--- config.mk ---
export PLATFORM = sky130hd
export DESIGN_NAME = fp_max_reduce_flat
export DESIGN_NICKNAME = d
export VERILOG_FILES = /design/src/rtl/fp_max_reduce_pkg.sv /design/src/rtl/fp_max_reduce_if.sv /design/src/rtl/fp_max_reduce_compare.sv /design/src/rtl/fp_max_reduce.sv /design/src/flat_wrapper.sv
export SDC_FILE = /design/constraint.sdc
export NUM_CORES = 1
export LEC_CHECK = 0
export BUFFER_PORTS_ARGS = -buffer_cell sky130_fd_sc_hd__buf_2
export CELL_PAD_IN_SITES_DETAIL_PLACEMENT = 0
export CELL_PAD_IN_SITES_GLOBAL_PLACEMENT = 1
export CORE_UTILIZATION = 37
export DETAILED_ROUTE_END_ITERATION = 6
export GPL_TIMING_DRIVEN = 0
export PLACE_DENSITY = 0.84
export SETUP_SLACK_MARGIN = 0.02
export SKIP_LAST_GASP = 1
export SLEW_MARGIN = 20
export SYNTH_ARGS = -nofsm -noshare
export SYNTH_HDL_FRONTEND = slang
export SYNTH_SLANG_ARGS = --single-unit
export TNS_END_PERCENT = 50
--- constraint.sdc ---
create_clock -name clk_i -period 2.55 [get_ports clk_i]
set_input_delay 0.1275 -clock clk_i [delete_from_list [all_inputs] [get_ports clk_i]]
set_output_delay 0.1275 -clock clk_i [all_outputs]
set_load 0.02 [all_outputs]
--- src/rtl/fp_max_reduce_pkg.sv ---
// Shared types and constants for the streaming max-reduction block.
package fp_max_pkg;

    // Sequencer states: waiting for a start, folding elements, holding the result.
    typedef enum logic [1:0] {
        IDLE  = 2'd0,
        ACCUM = 2'd1,
        DONE  = 2'd2
    } state_t;

    // Default field layout (IEEE single precision).
    localparam int DATA_WIDTH_DEF = 32;
    localparam int EXPO_WIDTH_DEF = 8;
    localparam int MANT_WIDTH_DEF = 23;

    // Bit pattern of negative infinity: sign and exponent all ones, mantissa zero.
    // Returned right-aligned in 64 bits; callers truncate to their operand width.
    function automatic logic [63:0] neg_inf_bits(input int expo_w, input int mant_w);
        logic [63:0] ones;
        ones = (64'd1 << (expo_w + 1)) - 64'd1;
        return ones << mant_w;
    endfunction

    localparam logic [DATA_WIDTH_DEF-1:0] NEG_INF =
        DATA_WIDTH_DEF'(neg_inf_bits(EXPO_WIDTH_DEF, MANT_WIDTH_DEF));

endpackage

--- src/rtl/fp_max_reduce_if.sv ---
// Control, input-stream and result-stream signals of the max-reduction block.
//
// Handshake rule for both streams: a transfer happens on a rising clock edge
// where valid and ready are both high. The producer holds valid and data
// stable until that edge; ready never depends combinationally on valid.
interface fp_max_reduce_if
    import fp_max_pkg::*;
#(
    parameter int DATA_WIDTH = 32,
    parameter int LEN_WIDTH  = 16
) ();
    logic                  start_i;
    logic [LEN_WIDTH-1:0]  len_i;
    logic                  abort_i;
    logic                  busy_o;
    logic                  in_valid_i;
    logic                  in_ready_o;
    logic [DATA_WIDTH-1:0] in_data_i;
    logic                  out_valid_o;
    logic                  out_ready_i;
    logic [DATA_WIDTH-1:0] out_data_o;
    logic [LEN_WIDTH-1:0]  out_idx_o;
    state_t                dbg_state;

    modport slave (
        input  start_i, len_i, abort_i, in_valid_i, in_data_i, out_ready_i,
        output busy_o, in_ready_o, out_valid_o, out_data_o, out_idx_o, dbg_state
    );

    modport master (
        output start_i, len_i, abort_i, in_valid_i, in_data_i, out_ready_i,
        input  busy_o, in_ready_o, out_valid_o, out_data_o, out_idx_o, dbg_state
    );
endinterface

--- src/rtl/fp_max_reduce_compare.sv ---
// Combinational floating-point max of two operands by sign and raw magnitude.
// NaN, infinity and signed zero are treated as plain bit patterns.
module fp_compare #(
    parameter int DATA_WIDTH = 32,
    parameter int EXPO_WIDTH = 8,
    parameter int MANT_WIDTH = 23
) (
    input  logic [DATA_WIDTH-1:0] oprand_A,
    input  logic [DATA_WIDTH-1:0] oprand_B,
    output logic [DATA_WIDTH-1:0] result
);
    localparam int MAG_W = EXPO_WIDTH + MANT_WIDTH;

    logic             sign_a;
    logic             sign_b;
    logic [MAG_W-1:0] mag_a;
    logic [MAG_W-1:0] mag_b;

    assign sign_a = oprand_A[DATA_WIDTH-1];
    assign sign_b = oprand_B[DATA_WIDTH-1];
    assign mag_a  = oprand_A[MAG_W-1:0];
    assign mag_b  = oprand_B[MAG_W-1:0];

    // Positive beats negative; equal positives pick B, equal negatives pick A.
    always_comb begin
        result = oprand_B;
        if (sign_a != sign_b) begin
            result = sign_a ? oprand_B : oprand_A;
        end else if (!sign_a) begin
            result = (mag_a > mag_b) ? oprand_A : oprand_B;
        end else begin
            result = (mag_b < mag_a) ? oprand_B : oprand_A;
        end
    end
endmodule

--- src/rtl/fp_max_reduce.sv ---
// Streaming max reduction: folds len elements into a running maximum at one
// element per cycle and presents the maximum plus its index on a result stream.
module fp_max_reduce
    import fp_max_pkg::*;
#(
    parameter int DATA_WIDTH = 32,
    parameter int EXPO_WIDTH = 8,
    parameter int MANT_WIDTH = 23,
    parameter int LEN_WIDTH  = 16
) (
    input  logic            clk_i,
    input  logic            rst_i,
    fp_max_reduce_if.slave  bus
);
    localparam logic [DATA_WIDTH-1:0] NEG_INF_W =
        DATA_WIDTH'(neg_inf_bits(EXPO_WIDTH, MANT_WIDTH));

    state_t                state_q;
    state_t                state_d;
    logic [DATA_WIDTH-1:0] acc_q;
    logic [DATA_WIDTH-1:0] cmp_res;
    logic [LEN_WIDTH-1:0]  idx_q;
    logic [LEN_WIDTH-1:0]  cnt_q;
    logic [LEN_WIDTH-1:0]  rem_q;
    logic                  in_hs;

    // Handshakes only count in ACCUM; abort discards a coincident one.
    assign in_hs = bus.in_valid_i && (state_q == ACCUM) && !bus.abort_i;

    fp_compare #(
        .DATA_WIDTH(DATA_WIDTH),
        .EXPO_WIDTH(EXPO_WIDTH),
        .MANT_WIDTH(MANT_WIDTH)
    ) u_cmp (
        .oprand_A(acc_q),
        .oprand_B(bus.in_data_i),
        .result  (cmp_res)
    );

    assign bus.busy_o      = (state_q != IDLE);
    assign bus.in_ready_o  = (state_q == ACCUM);
    assign bus.out_valid_o = (state_q == DONE);
    assign bus.out_data_o  = acc_q;
    assign bus.out_idx_o   = idx_q;
    assign bus.dbg_state   = state_q;

    // Next state: abort wins over everything, a zero-length start goes straight to DONE.
    always_comb begin
        state_d = state_q;
        if (bus.abort_i) begin
            state_d = IDLE;
        end else begin
            case (state_q)
                IDLE: begin
                    if (bus.start_i) begin
                        state_d = (bus.len_i == '0) ? DONE : ACCUM;
                    end
                end
                ACCUM: begin
                    if (in_hs && (rem_q == LEN_WIDTH'(1))) begin
                        state_d = DONE;
                    end
                end
                DONE: begin
                    if (bus.out_ready_i) begin
                        state_d = IDLE;
                    end
                end
                default: state_d = IDLE;
            endcase
        end
    end

    // State register.
    always_ff @(posedge clk_i or posedge rst_i) begin
        if (rst_i) begin
            state_q <= IDLE;
        end else begin
            state_q <= state_d;
        end
    end

    // Run bookkeeping plus the running maximum and its index; the first element
    // loads directly so the comparator never sees a stale accumulator.
    always_ff @(posedge clk_i or posedge rst_i) begin
        if (rst_i) begin
            acc_q <= '0;
            idx_q <= '0;
            cnt_q <= '0;
            rem_q <= '0;
        end else if (!bus.abort_i) begin
            if ((state_q == IDLE) && bus.start_i) begin
                rem_q <= bus.len_i;
                cnt_q <= '0;
                if (bus.len_i == '0) begin
                    acc_q <= NEG_INF_W;
                    idx_q <= '0;
                end
            end else if (in_hs) begin
                rem_q <= rem_q - LEN_WIDTH'(1);
                cnt_q <= cnt_q + LEN_WIDTH'(1);
                if (cnt_q == '0) begin
                    acc_q <= bus.in_data_i;
                    idx_q <= '0;
                end else begin
                    acc_q <= cmp_res;
                    if (cmp_res != acc_q) begin
                        idx_q <= cnt_q;
                    end
                end
            end
        end
    end
endmodule

--- src/flat_wrapper.sv ---
// flat-port wrapper written by rule: the top's interface ports become plain ports
module fp_max_reduce_flat import fp_max_pkg::*;
#(
    parameter int DATA_WIDTH = 32,
    parameter int EXPO_WIDTH = 8,
    parameter int MANT_WIDTH = 23,
    parameter int LEN_WIDTH  = 16
)
  (clk_i, rst_i, bus_start_i, bus_len_i, bus_abort_i, bus_in_valid_i, bus_in_data_i, bus_out_ready_i, bus_busy_o, bus_in_ready_o, bus_out_valid_o, bus_out_data_o, bus_out_idx_o, bus_dbg_state);
  fp_max_reduce_if #(.DATA_WIDTH(DATA_WIDTH), .LEN_WIDTH(LEN_WIDTH)) bus_i ();
  input  logic clk_i;
  input  logic rst_i;
  input wire logic [$bits(bus_i.start_i)-1:0] bus_start_i;
  input wire logic [$bits(bus_i.len_i)-1:0] bus_len_i;
  input wire logic [$bits(bus_i.abort_i)-1:0] bus_abort_i;
  input wire logic [$bits(bus_i.in_valid_i)-1:0] bus_in_valid_i;
  input wire logic [$bits(bus_i.in_data_i)-1:0] bus_in_data_i;
  input wire logic [$bits(bus_i.out_ready_i)-1:0] bus_out_ready_i;
  output wire logic [$bits(bus_i.busy_o)-1:0] bus_busy_o;
  output wire logic [$bits(bus_i.in_ready_o)-1:0] bus_in_ready_o;
  output wire logic [$bits(bus_i.out_valid_o)-1:0] bus_out_valid_o;
  output wire logic [$bits(bus_i.out_data_o)-1:0] bus_out_data_o;
  output wire logic [$bits(bus_i.out_idx_o)-1:0] bus_out_idx_o;
  output wire logic [$bits(bus_i.dbg_state)-1:0] bus_dbg_state;
  assign bus_i.start_i = bus_start_i;
  assign bus_i.len_i = bus_len_i;
  assign bus_i.abort_i = bus_abort_i;
  assign bus_i.in_valid_i = bus_in_valid_i;
  assign bus_i.in_data_i = bus_in_data_i;
  assign bus_i.out_ready_i = bus_out_ready_i;
  assign bus_busy_o = bus_i.busy_o;
  assign bus_in_ready_o = bus_i.in_ready_o;
  assign bus_out_valid_o = bus_i.out_valid_o;
  assign bus_out_data_o = bus_i.out_data_o;
  assign bus_out_idx_o = bus_i.out_idx_o;
  assign bus_dbg_state = bus_i.dbg_state;
  fp_max_reduce #(.DATA_WIDTH(DATA_WIDTH), .EXPO_WIDTH(EXPO_WIDTH), .MANT_WIDTH(MANT_WIDTH), .LEN_WIDTH(LEN_WIDTH)) u_core (.clk_i(clk_i), .rst_i(rst_i), .bus(bus_i));
endmodule
* Word level (Yosys, flattened, before mapping)
Cells that the tools add are included.
** Storage, ports and cells
- Flip-flop bits (word level) :: 82
- Input port bits :: 54
- Output and inout port bits :: 53
- Logic and storage cells :: 58
** Operators by class
- Add/subtract/negate cells :: 2
- Order comparisons :: 2
- Equality and inequality tests :: 9
- Multiplexer cells :: 24
- Bitwise gates (word level) :: 1
- Reduce and logical (&&, ||, !) cells :: 15
** Operators with widths (number)
- 32-bit two-way mux :: 9
- 16-bit two-way mux :: 9
- 16-bit logical NOT :: 2
- 32-bit != test :: 1
- 31-bit greater-than comparator :: 1
- 31-bit < comparator :: 1
- 16-bit by 1-bit adder with 16-bit output (second input constant) :: 1
- 16-bit by 1-bit equality test with 1-bit output (second input constant) :: 1
- 16-bit by 1-bit subtractor with 16-bit output (second input constant) :: 1
- 2-bit two-way mux :: 5
- 3-bit != test (second input constant) :: 2
- 2-bit case mux with 3 select lines :: 1
- 3-bit AND reduction :: 2
- 1-bit logical AND :: 4
- 4-bit AND reduction :: 1
- 2-bit nonzero test :: 2
- 3-bit by 2-bit != test with 1-bit output (second input constant) :: 1
- 3-bit nonzero test :: 1
- 2-bit by 1-bit equality test with 1-bit output (second input constant) :: 1
- 2-bit equality test (second input constant) :: 1
- 2-bit logical NOT :: 1
- 2-bit != test (second input constant) :: 1
- 2-bit AND reduction :: 1
- 1-bit logical NOT :: 1
- 2 further kinds :: 2

* Logic depth before layout (Yosys ltp)
Gate-level depths: netlist of run 1.
- Depth in word-level cells :: 9
- Gate-level depth with buffers :: 12
- Depth with buffers taken out :: 10

* Modules after synthesis
Synthesis of run 1 repeated with hierarchy kept, for this count alone.
** Second synthesis, totals
- Cell total of the unflattened synthesis :: 603
- Area, all modules :: 5720.5 µm²
** By module, submodules not included
- fp_max_reduce :: instances 1, cells each 455, area each 4400.5 µm², sequential area each 2052.0 µm²
- fp_compare :: instances 1, cells each 148, area each 1320.0 µm², sequential area each 0.0 µm²

* Worst setup path after synthesis of run 1
OpenSTA, ideal clock, no wires.
- Path type :: flip-flop to flip-flop
- Start point :: register u_core.acc_q[28], in the netlist u_core.bus.out_data_o[28]
- End point :: register u_core.idx_q[1], in the netlist u_core.bus.out_idx_o[1]
- Library setup time :: 121 ps
- Data arrival time :: 2639 ps
- Required time :: 2429 ps
- Slack :: -210 ps
- Cell stages (with the launch flop) :: 13
- Path buffers :: 2
- Period minus slack after synthesis :: 2760 ps
- Cells stage by stage :: dfrtp_1 > inv_1 > ha_1 > nand4_2 > nor4_2 > a221oi_1 > a21oi_1 > a31oi_1 > or3_4 > a21bo_1 > buf_6 > buf_8 > a22o_1
** On the way
- Cells in the longest elaborated chain, start to end :: 7
- Elaborated cells on any way between the ends :: 10
- Classes of those cells :: 2 x order compare; 1 x eq/ne; 5 x mux; 2 x reduce/logical
** Ends and longest elaborated chain
- start, declared :: line fp_max_reduce.sv:20 : logic [DATA_WIDTH-1:0] acc_q;
- start signal, assigned :: line fp_max_reduce.sv:103 : acc_q <= bus.in_data_i;
- start signal, assigned :: line fp_max_reduce.sv:106 : acc_q <= cmp_res;
- 31-bit greater-than comparator / 31-bit < comparator (equally long branches) :: line fp_max_reduce_compare.sv:30, fp_max_reduce_compare.sv:32
- 32-bit two-way mux, on equally long branches :: line fp_max_reduce_compare.sv:30, fp_max_reduce_compare.sv:32
- 32-bit two-way mux :: line fp_max_reduce_compare.sv:29 : end else if (!sign_a) begin
- 32-bit two-way mux :: line fp_max_reduce_compare.sv:27 : if (sign_a != sign_b) begin
- 32-bit != test (*) :: line fp_max_reduce.sv:107 : if (cmp_res != acc_q) begin
- 3-bit nonzero test (no line) (*)
- 4-bit AND reduction (no line) (*)
- end signal, assigned :: line fp_max_reduce.sv:108 : idx_q <= cnt_q;
- end, declared :: line fp_max_reduce.sv:22 : logic [LEN_WIDTH-1:0] idx_q;
Mark *: on every way between the ends. The rest lies on a longest branch, timed or not.
A chain may end at the register's enable or synchronous reset.

* Worst setup path in the final report of run 1
- Start point :: register u_core.acc_q[29], in the netlist u_core.bus.out_data_o[29]
- End point :: register u_core.idx_q[5], in the netlist u_core.bus.out_idx_o[5]
Same word-level chain as after synthesis.

==> results.sh, run 1 <==
export IMPL_synth_compound_area_share=0.194
export IMPL_crit_path_end_kind="flop"
export IMPL_syn_avg_cell_area_um2=9.13
export IMPL_portBuffers=106
export IMPL_synth_seq_cells=82
export IMPL_final_area_um2=6580
export IMPL_setup_ws_ns=-0.127
export IMPL_synthMuxAreaShare=0.00912
export IMPL_diodes=0
export IMPL_num_vias=4596
export IMPL_post_route_period_util=1.05
export IMPL_rsz0062_at_grt="true"
export IMPL_grt_pass1_wl_um=22600
export IMPL_worst_path_max_fanout=8
export IMPL_synth_top_family_by_area="compound AO/OA/AOI/OAI gates"
export IMPL_io_pins=107
export IMPL_yosysWarnings=0
export IMPL_final_cell_mix="107 x buf_2, 72 x dfrtp_1, 49 x nand2_1, 43 x inv_1, 42 x a21oi_1"
export IMPL_netlist_instances=541
export IMPL_cp_data_required_time_ns=2.79
export IMPL_start_util=0.385
export IMPL_drt_total_wl_um=14200
export IMPL_drive_gt1_frac=0.312
export IMPL_critPathArrivalTime_ns=2.91
export IMPL_grt_ovfl_total=0
export IMPL_synth_top_cell_by_area="dfrtp_1"
export IMPL_hold_violations=0
export IMPL_slew_violations=0
export IMPL_die_area_um2=13800
export IMPL_holdWs_ns=0.0467
export IMPL_setup_tns_ns=-2.15
export IMPL_dpl_cell_area_um2=5720
export IMPL_finalSetupViolCount=36
export IMPL_cts_buffers=9
export IMPL_path_clk_slew_ns=0.06
export IMPL_skew_ns=0.00438
export IMPL_viasPerCell=5.31
export IMPL_coreArea_um2=12800
export IMPL_dp_slack_ns=-0.596
export IMPL_grt_max_degree=55
export IMPL_dieWidth_um=118
export IMPL_dr_pass1_iters=4
export IMPL_gr_usage_met2=0.339
export IMPL_final_common_cell="buf_2"
export IMPL_grt_use_met3=0.0620
export IMPL_drtIter0Drc=202
export IMPL_clock_fmax_mhz=374
export IMPL_cts_root_buf="clkbuf_16"
export IMPL_synthSimpleGateAreaFrac=0.163
export IMPL_min_path_type="input port to flop"
export IMPL_yosys_most_used_dff="dfrtp_1"
export IMPL_finalCriticalPeriod_ns=2.68
export IMPL_async_flop_share=1.00
export IMPL_synth_cell_types=48
export IMPL_leakagePower_nw=3.09
export IMPL_finalNonFillerCells=865
export IMPL_p_total_mw=4.70
export IMPL_status="finished, violations left"
export IMPL_grt_busiest_layer="met2"
export IMPL_synth_edff_count=0
export IMPL_antenna_found_initial=0
export IMPL_gp_congestion=0.875
export IMPL_critPathLaunchType="flop"
export IMPL_syn_num_nets=631
export IMPL_synth_top_cell_area_share=0.416
export IMPL_dpl_cell_count=820
export IMPL_cts_tree="yes"
export IMPL_insertion_delay_ns=0.35
export IMPL_cts_max_path_buffers=2
export IMPL_drtAntennaViolNets=0
export IMPL_clkSinkCount=82
export IMPL_fp_dieH_um=118
export IMPL_max_cap_violations=0
export IMPL_wl_per_cell_um=16.4
export IMPL_pwr_density_cell_nw_per_um2=714
export IMPL_num_rows=41
export IMPL_ir_drop_mv=0.402
export IMPL_grt_pass1_vias=4520
export IMPL_syn_area_um2=4940
export IMPL_grtUsageTotal=0.207
export IMPL_worst_setup_path_type="flop to flop"
export IMPL_finalNetCount=778
export IMPL_relSlewSlack=0.609
export IMPL_yosysSeqAreaShare=0.416
export IMPL_drcViolationCount=0
export IMPL_synthAdderAreaFrac=0.0912
export IMPL_synth_top_cells_by_area="dfrtp_1 42%, ha_1 9.1%, a22o_1 5.7%, a21oi_1 4.7%, xnor2_1 4.6%"
export IMPL_dpl_hpwl_um=10200
export IMPL_utilization=0.513
export IMPL_tightest_slew_ns=0.581
export IMPL_use_met1=0.263
export IMPL_violations="negative setup slack"
export IMPL_cts_max_level=3
export IMPL_areaGrowthSynthToFinish_pct=33.2
export IMPL_synthXorXnorAreaFrac=0.0656
## cell families (layout without fill, tap and decap cells)
group                    Yosys count  after routing
XOR/XNOR                          37             37
flip-flops                        82             82
AO/OA/AOI/OAI                    148            148
AND/OR/NAND/NOR                  160            160
multiplexers                       4              4
adder cells (fa/ha/maj)           36             36
buffers and inverters             74            226
## layout make-up
cell class / instances / area (µm²)
Sequential cell: 82 / 2060
Tap cell: 172 / 215
Buffer: 22 / 139
Timing Repair Buffer: 136 / 796
Inverter: 52 / 198
Clock buffer: 11 / 233
Clock inverter: 5 / 103
Fill cell: 1231 / 6250
Multi-Input combinational cell: 385 / 2830
## worst max-delay path, cell delays in order (launching register included)
cell       delay, ns
dfrtp_2         0.36
inv_2           0.05
ha_4            0.28
nand4_4         0.12
nor4_4          0.34
a221oi_2        0.13
a21oi_2         0.21
a31oi_4         0.07
or3_4           0.36
a21bo_1         0.18
buf_6           0.14
clkbuf_16       0.15
a22o_1          0.17
## routing by layer
metal	part of all wire	vias up	wire (µm)
met1	0.44	2209	6200
li1	-	2230	-
met4	0.017	0	241
met5	0	-	0
met3	0.057	22	813
met2	0.49	135	6920
## path summary, 6_finish.rpt
kind                            slack (ns)  cells after the start                                  start                               endpoint
max in group asynchronous             1.60                      4                                  rst_i  u_core.bus.out_data_o[29]$_DFFE_PP0P_
worst max-delay path                 -0.13                     12  u_core.bus.out_data_o[29]$_DFFE_PP0P_    u_core.bus.out_idx_o[5]$_DFFE_PP0P_
worst min-delay path                  0.05                      2                       bus_in_data_i[0]   u_core.bus.out_data_o[0]$_DFFE_PP0P_
worst min register to register        0.50                      1    u_core.bus.out_idx_o[7]$_DFFE_PP0P_    u_core.bus.out_idx_o[7]$_DFFE_PP0P_
worst max register to register       -0.13                     12  u_core.bus.out_data_o[29]$_DFFE_PP0P_    u_core.bus.out_idx_o[5]$_DFFE_PP0P_
min in group asynchronous             0.33                      3                                  rst_i   u_core.bus.out_data_o[8]$_DFFE_PP0P_
## what timing repair did
action / 4_1_cts / 5_1_grt
pin swaps: 4 / 8
cloned: 0 / 1
resized for setup: 22 / 40
hold buffers: 1 / 0
endpoints found under the setup margin: 50 / 66
endpoints found under the hold margin: 28 / 0
setup buffers: 4 / 23
## cell usage after synthesis (2+ instances only)
cell / n
dfrtp_1: 82
inv_1: 52
nand2_1: 49
a21oi_1: 46
o21ai_0: 37
ha_1: 36
nor2_1: 33
a22o_1: 32
xnor2_1: 26
clkbuf_1: 17
nor4_1: 16
nand4_1: 15
a22oi_1: 11
nor3_1: 11
xor2_1: 11
nand3_1: 7
or3_1: 6
nand2b_1: 5
a22o_2: 4
and3_1: 4
nor2b_1: 4
mux2i_1: 3
o21ai_1: 3
a221o_1: 2
a31oi_1: 2
and2_1: 2
buf_6: 2
nor3b_1: 2
nor4_2: 2
## where the power goes
part	total, mW	internal (mW)	switching, mW
clock network	1.50	0.956	0.541
registers	1.71	1.49	0.212
logic	1.49	0.654	0.838
total	4.70	3.10	1.59
## registers in the layout (all words and copies together) (netlist names)
signal,cells
u_core.rem_q,16
u_core.bus.out_idx_o,16
u_core.cnt_q,16
u_core.bus.out_data_o,32
u_core.bus.dbg_state,2
Power figures use the tool's default switching activity.
==> run 2: changes to the inputs <==
--- a/config.mk
+++ b/config.mk
@@ -8,10 +8,10 @@
 export BUFFER_PORTS_ARGS = -buffer_cell sky130_fd_sc_hd__buf_2
 export CELL_PAD_IN_SITES_DETAIL_PLACEMENT = 0
 export CELL_PAD_IN_SITES_GLOBAL_PLACEMENT = 1
-export CORE_UTILIZATION = 37
+export CORE_UTILIZATION = 41
 export DETAILED_ROUTE_END_ITERATION = 6
 export GPL_TIMING_DRIVEN = 0
-export PLACE_DENSITY = 0.84
+export PLACE_DENSITY = 0.88
 export SETUP_SLACK_MARGIN = 0.02
 export SKIP_LAST_GASP = 1
 export SLEW_MARGIN = 20
==> constraint.sdc (replaced) <==
create_clock -name clk_i -period 2.5 [get_ports clk_i]
set_input_delay 0.125 -clock clk_i [delete_from_list [all_inputs] [get_ports clk_i]]
set_output_delay 0.125 -clock clk_i [all_outputs]
set_load 0.02 [all_outputs]
==> run 2 against run 1 <==
  * The flow finishes with violations (design-rule violations, negative setup slack)
  * Die area down 9.6%
  * Sequential power about the same
  * Fmax rose by 1.8%
  * Critical path depth grew 1
  * Wire length about the same
  * Total power is 3.7% lower
  * Critical path type unchanged
  * Highest routed layer unchanged
==> results.sh, run 2 (synthesis gave the netlist of run 1 again) <==
export IMPL_slew_violations=0
export IMPL_status="finished, violations left"
export IMPL_whs_path_depth=2
export IMPL_portBuffers=106
export IMPL_gp_congestion=0.850
export IMPL_drtIter0Drc=254
export IMPL_cts_buffers=9
export IMPL_fp_dieH_um=112
export IMPL_viasPerCell=5.60
export IMPL_wl_per_cell_um=16.9
export IMPL_violations="design-rule violations, negative setup slack"
export IMPL_rsz0062_at_grt="true"
export IMPL_drt_total_wl_um=14200
export IMPL_antenna_found_initial=1
export IMPL_crit_path_end_kind="flop"
export IMPL_r2r_slack_ns=-0.13
export IMPL_cts_tree="yes"
export IMPL_die_area_um2=12500
export IMPL_final_common_cell="buf_2"
export IMPL_tightest_slew_ns=0.530
export IMPL_rr_startpoint="u_core.bus.out_data_o[29]$_DFFE_PP0P_"
export IMPL_drcViolationCount=5
export IMPL_cts_root_buf="clkbuf_16"
export IMPL_grt_ovfl_total=0
export IMPL_grt_pass1_vias=4761
export IMPL_grtUsageTotal=0.237
export IMPL_worst_path_max_fanout=5
export IMPL_num_rows=39
export IMPL_largest_reg_flops=32
export IMPL_finalSetupViolCount=46
export IMPL_finalNetCount=783
export IMPL_min_path_type="input port to flop"
export IMPL_clock_fmax_mhz=380
export IMPL_worst_setup_path_type="flop to flop"
export IMPL_skew_ns=0.00701
export IMPL_cts_max_level=3
export IMPL_hold_path_end="u_core.bus.out_data_o[3]$_DFFE_PP0P_"
export IMPL_diodes=0
export IMPL_dpl_hpwl_um=10100
export IMPL_finalCriticalPeriod_ns=2.63
export IMPL_hold_start="bus_in_data_i[3]"
export IMPL_leakagePower_nw=3.10
export IMPL_drive_gt1_frac=0.321
export IMPL_pwr_density_cell_nw_per_um2=688
export IMPL_setup_ws_ns=-0.131
export IMPL_finalNonFillerCells=841
export IMPL_cts_max_path_buffers=2
export IMPL_start_util=0.427
export IMPL_clkSinkCount=82
export IMPL_r2r_end="u_core.bus.out_data_o[9]$_DFFE_PP0P_"
export IMPL_cp_data_required_time_ns=2.73
export IMPL_reg2reg_depth=13
export IMPL_drtAntennaViolNets=0
export IMPL_dp_slack_ns=-0.558
export IMPL_num_vias=4711
export IMPL_path_clk_slew_ns=0.06
export IMPL_critPathArrivalTime_ns=2.86
export IMPL_dpl_cell_count=791
export IMPL_grt_max_degree=56
export IMPL_coreArea_um2=11600
export IMPL_hold_violations=0
export IMPL_dr_pass1_iters=7
export IMPL_critPathLaunchType="flop"
export IMPL_setup_tns_ns=-3.02
export IMPL_ir_drop_mv=0.404
export IMPL_dieWidth_um=112
export IMPL_areaGrowthSynthToFinish_pct=33.2
export IMPL_insertion_delay_ns=0.34
export IMPL_relSlewSlack=0.643
export IMPL_post_route_period_util=1.05
export IMPL_io_pins=107
export IMPL_p_total_mw=4.52
export IMPL_max_cap_violations=0
export IMPL_grt_pass1_wl_um=23400
export IMPL_final_cell_mix="106 x buf_2, 73 x dfrtp_1, 49 x nand2_1, 42 x inv_1, 40 x a21oi_1"
[run 2: cell types whose count changed in the layout (fill, tap and decap cells not counted), sizes merged]
cell | before | now
buf | 140 | 147
bufinv | 3 | 0
clkbuf | 28 | 27
clkinv | 1 | 2
clkinvlp | 1 | 2
[run 2: report_power, final]
part	internal [mW]	total (mW)	switching [mW]
sequential	1.52	1.73	0.202
combinational	0.699	1.57	0.875
clock	0.674	1.22	0.546
total	2.90	4.52	1.62
[run 2: worst max path at each step]
stage | startpoint | end | slack, ns | depth (start not counted)
after floorplan | u_core.bus.out_data_o[18]$_DFFE_PP0P_ | u_core.bus.out_idx_o[1]$_DFFE_PP0P_ | -0.12 | 12
after global placement | rst_i | u_core.bus.out_data_o[28]$_DFFE_PP0P_ | -1.14 | 2
after detailed placement | u_core.bus.out_data_o[26]$_DFFE_PP0P_ | u_core.bus.out_data_o[21]$_DFFE_PP0P_ | -0.56 | 11
after CTS | u_core.bus.out_data_o[30]$_DFFE_PP0P_ | u_core.bus.out_idx_o[6]$_DFFE_PP0P_ | -0.11 | 12
after global routing | u_core.cnt_q[1]$_DFFE_PP0P_ | u_core.bus.out_idx_o[2]$_DFFE_PP0P_ | -0.25 | 12
final | u_core.bus.out_data_o[29]$_DFFE_PP0P_ | u_core.bus.out_data_o[9]$_DFFE_PP0P_ | -0.13 | 13
[run 2: through the flow]
stage | area [µm²] | utilization | hold WS [ns]
6_report | 6580 | 0.569 | 0.0566
5_1_grt | 6580 | 0.569 | 0.0516
4_1_cts | 6390 | 0.552 | 0.0451
3_5_place_dp | 5690 | 0.492 | 0.147
3_3_place_gp | 5660 | 0.489 | 0.394
2_1_floorplan | 4950 | - | 0.191
[run 2: routing by layer]
metal  up-vias  share of wire  GRT usage
met5         -              0          0
met4         0          0.018     0.0838
met3        18          0.066     0.0680
met2       172           0.49      0.400
met1      2291           0.43      0.287
li1       2230              -          -
[run 2: layout make-up]
class                           count  area [µm²]
Fill cell                        1021        4990
Multi-Input combinational cell    385        2890
Sequential cell                    82        2060
Timing Repair Buffer              141         823
Clock buffer                       12         236
Inverter                           52         198
Tap cell                          143         179
Buffer                             22         159
Clock inverter                      4        28.8
[run 2: timing repair]
item / 4_1_cts / 5_1_grt
setup buffers: 20 / 12
cloned: 2 / 0
pin swaps: 18 / 14
setup endpoints to repair: 50 / 55
gates resized for setup: 53 / 24
hold endpoints to repair: 27 / 0
hold buffers: 1 / 0
[run 2: worst max-delay path, cell delays in order (launching register included)]
cell and delay (ns):
dfrtp_2 0.40, inv_2 0.07, ha_4 0.21, buf_6 0.12, a21oi_2 0.13, nand2_1 0.07, a221oi_2 0.26, a21oi_2 0.11
a31oi_4 0.24, xor2_1 0.23, a21oi_2 0.15, buf_4 0.16, clkbuf_8 0.15, a22o_1 0.21
==> run 3: changes to the inputs <==
--- a/config.mk
+++ b/config.mk
@@ -8,10 +8,10 @@
 export BUFFER_PORTS_ARGS = -buffer_cell sky130_fd_sc_hd__buf_2
 export CELL_PAD_IN_SITES_DETAIL_PLACEMENT = 0
 export CELL_PAD_IN_SITES_GLOBAL_PLACEMENT = 1
-export CORE_UTILIZATION = 41
+export CORE_UTILIZATION = 37
 export DETAILED_ROUTE_END_ITERATION = 6
 export GPL_TIMING_DRIVEN = 0
-export PLACE_DENSITY = 0.88
+export PLACE_DENSITY = 0.84
 export SETUP_SLACK_MARGIN = 0.02
 export SKIP_LAST_GASP = 1
 export SLEW_MARGIN = 20
==> constraint.sdc (replaced) <==
create_clock -name clk_i -period 2.3 [get_ports clk_i]
set_input_delay 0.115 -clock clk_i [delete_from_list [all_inputs] [get_ports clk_i]]
set_output_delay 0.115 -clock clk_i [all_outputs]
set_load 0.02 [all_outputs]
==> run 3 against run 2 <==
  * The run ends with negative setup slack left
  * Clock power rose by 29%
  * Fmax down 3.5%
  * Cell area hardly changed
  * Sequential cell count did not move
  * Sequential power increased by 9%
  * Core utilization is 5.6 points lower
  * Die area is 11% higher
  * Via count is 3.1% lower
  * Clock-buffer cell count shrank 3
  * Critical path depth decreased by 3
  * Largest power group unchanged
==> results.sh, run 3 (synthesis gave the netlist of run 1 again) <==
export IMPL_grt_ovfl_total=0
export IMPL_drtIter0Drc=268
export IMPL_setup_tns_ns=-20.25
export IMPL_largest_reg_flops=32
export IMPL_crit_path_max_incr_delay_ns=0.41
export IMPL_utilization=0.513
export IMPL_start_util=0.385
export IMPL_slew_violations=0
export IMPL_insertion_delay_ns=0.35
export IMPL_cts_tree="yes"
export IMPL_cp_cell_sequence="buf_4 -> xnor2_1 -> nand4_1 -> nor4_1 -> nand4_1 -> nand2b_1 -> a31oi_4 -> a21bo_1 -> buf_6 -> mux2_4"
export IMPL_hold_violations=0
export IMPL_crit_path_end_kind="flop"
export IMPL_final_common_cell="buf_2"
export IMPL_diodes=0
export IMPL_pwr_density_cell_nw_per_um2=775
export IMPL_viasPerCell=5.30
export IMPL_dp_slack_ns=-0.745
export IMPL_dpl_hpwl_um=10300
export IMPL_worst_setup_path_type="flop to flop"
export IMPL_p_total_mw=5.10
export IMPL_ir_drop_mv=0.460
export IMPL_tightest_slew_ns=0.590
export IMPL_cts_max_level=3
export IMPL_worst_path_max_fanout=8
export IMPL_cts_buffers=9
export IMPL_gp_congestion=0.856
export IMPL_leakagePower_nw=3.10
export IMPL_dpl_cell_count=820
export IMPL_drtAntennaViolNets=0
export IMPL_dr_pass1_iters=4
export IMPL_final_area_um2=6580
export IMPL_finalSetupViolCount=70
export IMPL_seq_area_um2=2060
export IMPL_grtUsageTotal=0.211
export IMPL_crit_path_top_delay_cell="dfrtp_2"
export IMPL_violations="negative setup slack"
export IMPL_fp_dieH_um=118
export IMPL_skew_ns=0.00636
export IMPL_grt_pass1_wl_um=23000
export IMPL_reg2reg_depth=10
export IMPL_rsz0062_at_grt="true"
export IMPL_wl_per_cell_um=16.7
export IMPL_path_clk_slew_ns=0.06
export IMPL_num_rows=41
export IMPL_clkSinkCount=82
export IMPL_num_vias=4565
export IMPL_drt_total_wl_um=14400
export IMPL_grt_max_degree=56
export IMPL_final_cell_mix="107 x buf_2, 74 x dfrtp_1, 49 x nand2_1, 47 x inv_1, 41 x a21oi_1"
export IMPL_post_route_period_util=1.19
export IMPL_io_pins=107
export IMPL_cts_root_buf="clkbuf_16"
export IMPL_dpl_cell_area_um2=5730
export IMPL_antenna_found_initial=0
export IMPL_grt_pass1_vias=4497
export IMPL_cpMostUsedCell="nand4_1"
export IMPL_holdWs_ns=0.0427
export IMPL_finalNetCount=774
export IMPL_areaGrowthSynthToFinish_pct=33.2
export IMPL_finalNonFillerCells=861
export IMPL_portBuffers=106
export IMPL_relSlewSlack=0.603
export IMPL_max_cap_violations=0
export IMPL_dieWidth_um=118
export IMPL_min_path_type="input port to flop"
export IMPL_die_area_um2=13800
export IMPL_coreArea_um2=12800
export IMPL_cts_max_path_buffers=2
export IMPL_drcViolationCount=0
export IMPL_fill_cells=1221
export IMPL_critPathLaunchType="flop"
export IMPL_drive_gt1_frac=0.302
export IMPL_whs_path_depth=3
export IMPL_critPathArrivalTime_ns=2.96
export IMPL_clock_fmax_mhz=367
export IMPL_cp_data_required_time_ns=2.53
export IMPL_finalCriticalPeriod_ns=2.73
export IMPL_status="finished, violations left"
export IMPL_setup_ws_ns=-0.426
export IMPL_multi_input_area_um2=2800
==> run 3: cell types whose count changed in the layout (fill, tap and decap cells not counted), moves of 3 or more <==
cell      previous run  this run
ha_1                27        31
a22oi_1             11         5
ha_4                 9         5
inv_1               42        47
nor4_1              12        15
a22oi_2              0         6
buf_4               31        18
buf_8                2         5
clkbuf_1            12         9
inv_2                9         4
clkbuf_4             3         0
nor4_4               4         1
==> run 3: cell type report <==
cell class | count | share of cell area
plain buffers | 22 | 0.0289
clock buffers | 9 | 0.0342
clock inverters | 7 | 0.0143
inverters | 52 | 0.0300
multi-input cells | 385 | 0.425
flip-flops and latches | 82 | 0.313
well taps | 172 | 0.0327
repair buffers | 132 | 0.122
==> run 3: worst paths after layout <==
kind                                                            start                                    end  slack, ns
worst max-delay path            u_core.bus.out_data_o[24]$_DFFE_PP0P_   u_core.bus.out_idx_o[14]$_DFFE_PP0P_      -0.43
worst min-delay path                                bus_in_data_i[28]  u_core.bus.out_data_o[28]$_DFFE_PP0P_       0.04
worst max register to register  u_core.bus.out_data_o[24]$_DFFE_PP0P_   u_core.bus.out_idx_o[14]$_DFFE_PP0P_      -0.43
worst min register to register           u_core.rem_q[14]$_DFFE_PP0P_           u_core.rem_q[14]$_DFFE_PP0P_       0.49
max in group asynchronous                                       rst_i  u_core.bus.out_data_o[30]$_DFFE_PP0P_       1.35
min in group asynchronous                                       rst_i  u_core.bus.out_data_o[10]$_DFFE_PP0P_       0.32
==> run 3: power by group <==
part	internal (mW)	switching [mW]	total, mW
registers	1.66	0.235	1.89
logic	0.709	0.925	1.63
clock network	0.949	0.622	1.57
total	3.31	1.78	5.10
==> run 3: routing by layer <==
metal / global-route usage / vias up / wire, µm
met5: 0 / - / 0
met1: 0.271 / 2229 / 6490
met2: 0.357 / 107 / 7100
met4: 0.0625 / 0 / 208
met3: 0.0446 / 16 / 605
li1: - / 2213 / -
==> run 3: worst max-delay path: cells and delay by family (launching register included) <==
kind | cells | cell delay [ns]
xor+xnor | 1 | 0.28
simple gates | 4 | 0.92
buf+inv | 2 | 0.30
mux | 1 | 0.30
flops | 1 | 0.41
compound gates | 2 | 0.39
==> run 3: repair_timing <==
item,4_1_cts,5_1_grt
gates resized for setup,44,26
pin swaps,9,9
endpoints found under the setup margin,70,73
hold buffers,1,0
hold endpoints to repair,27,0
cloned,4,1
setup buffers,13,6
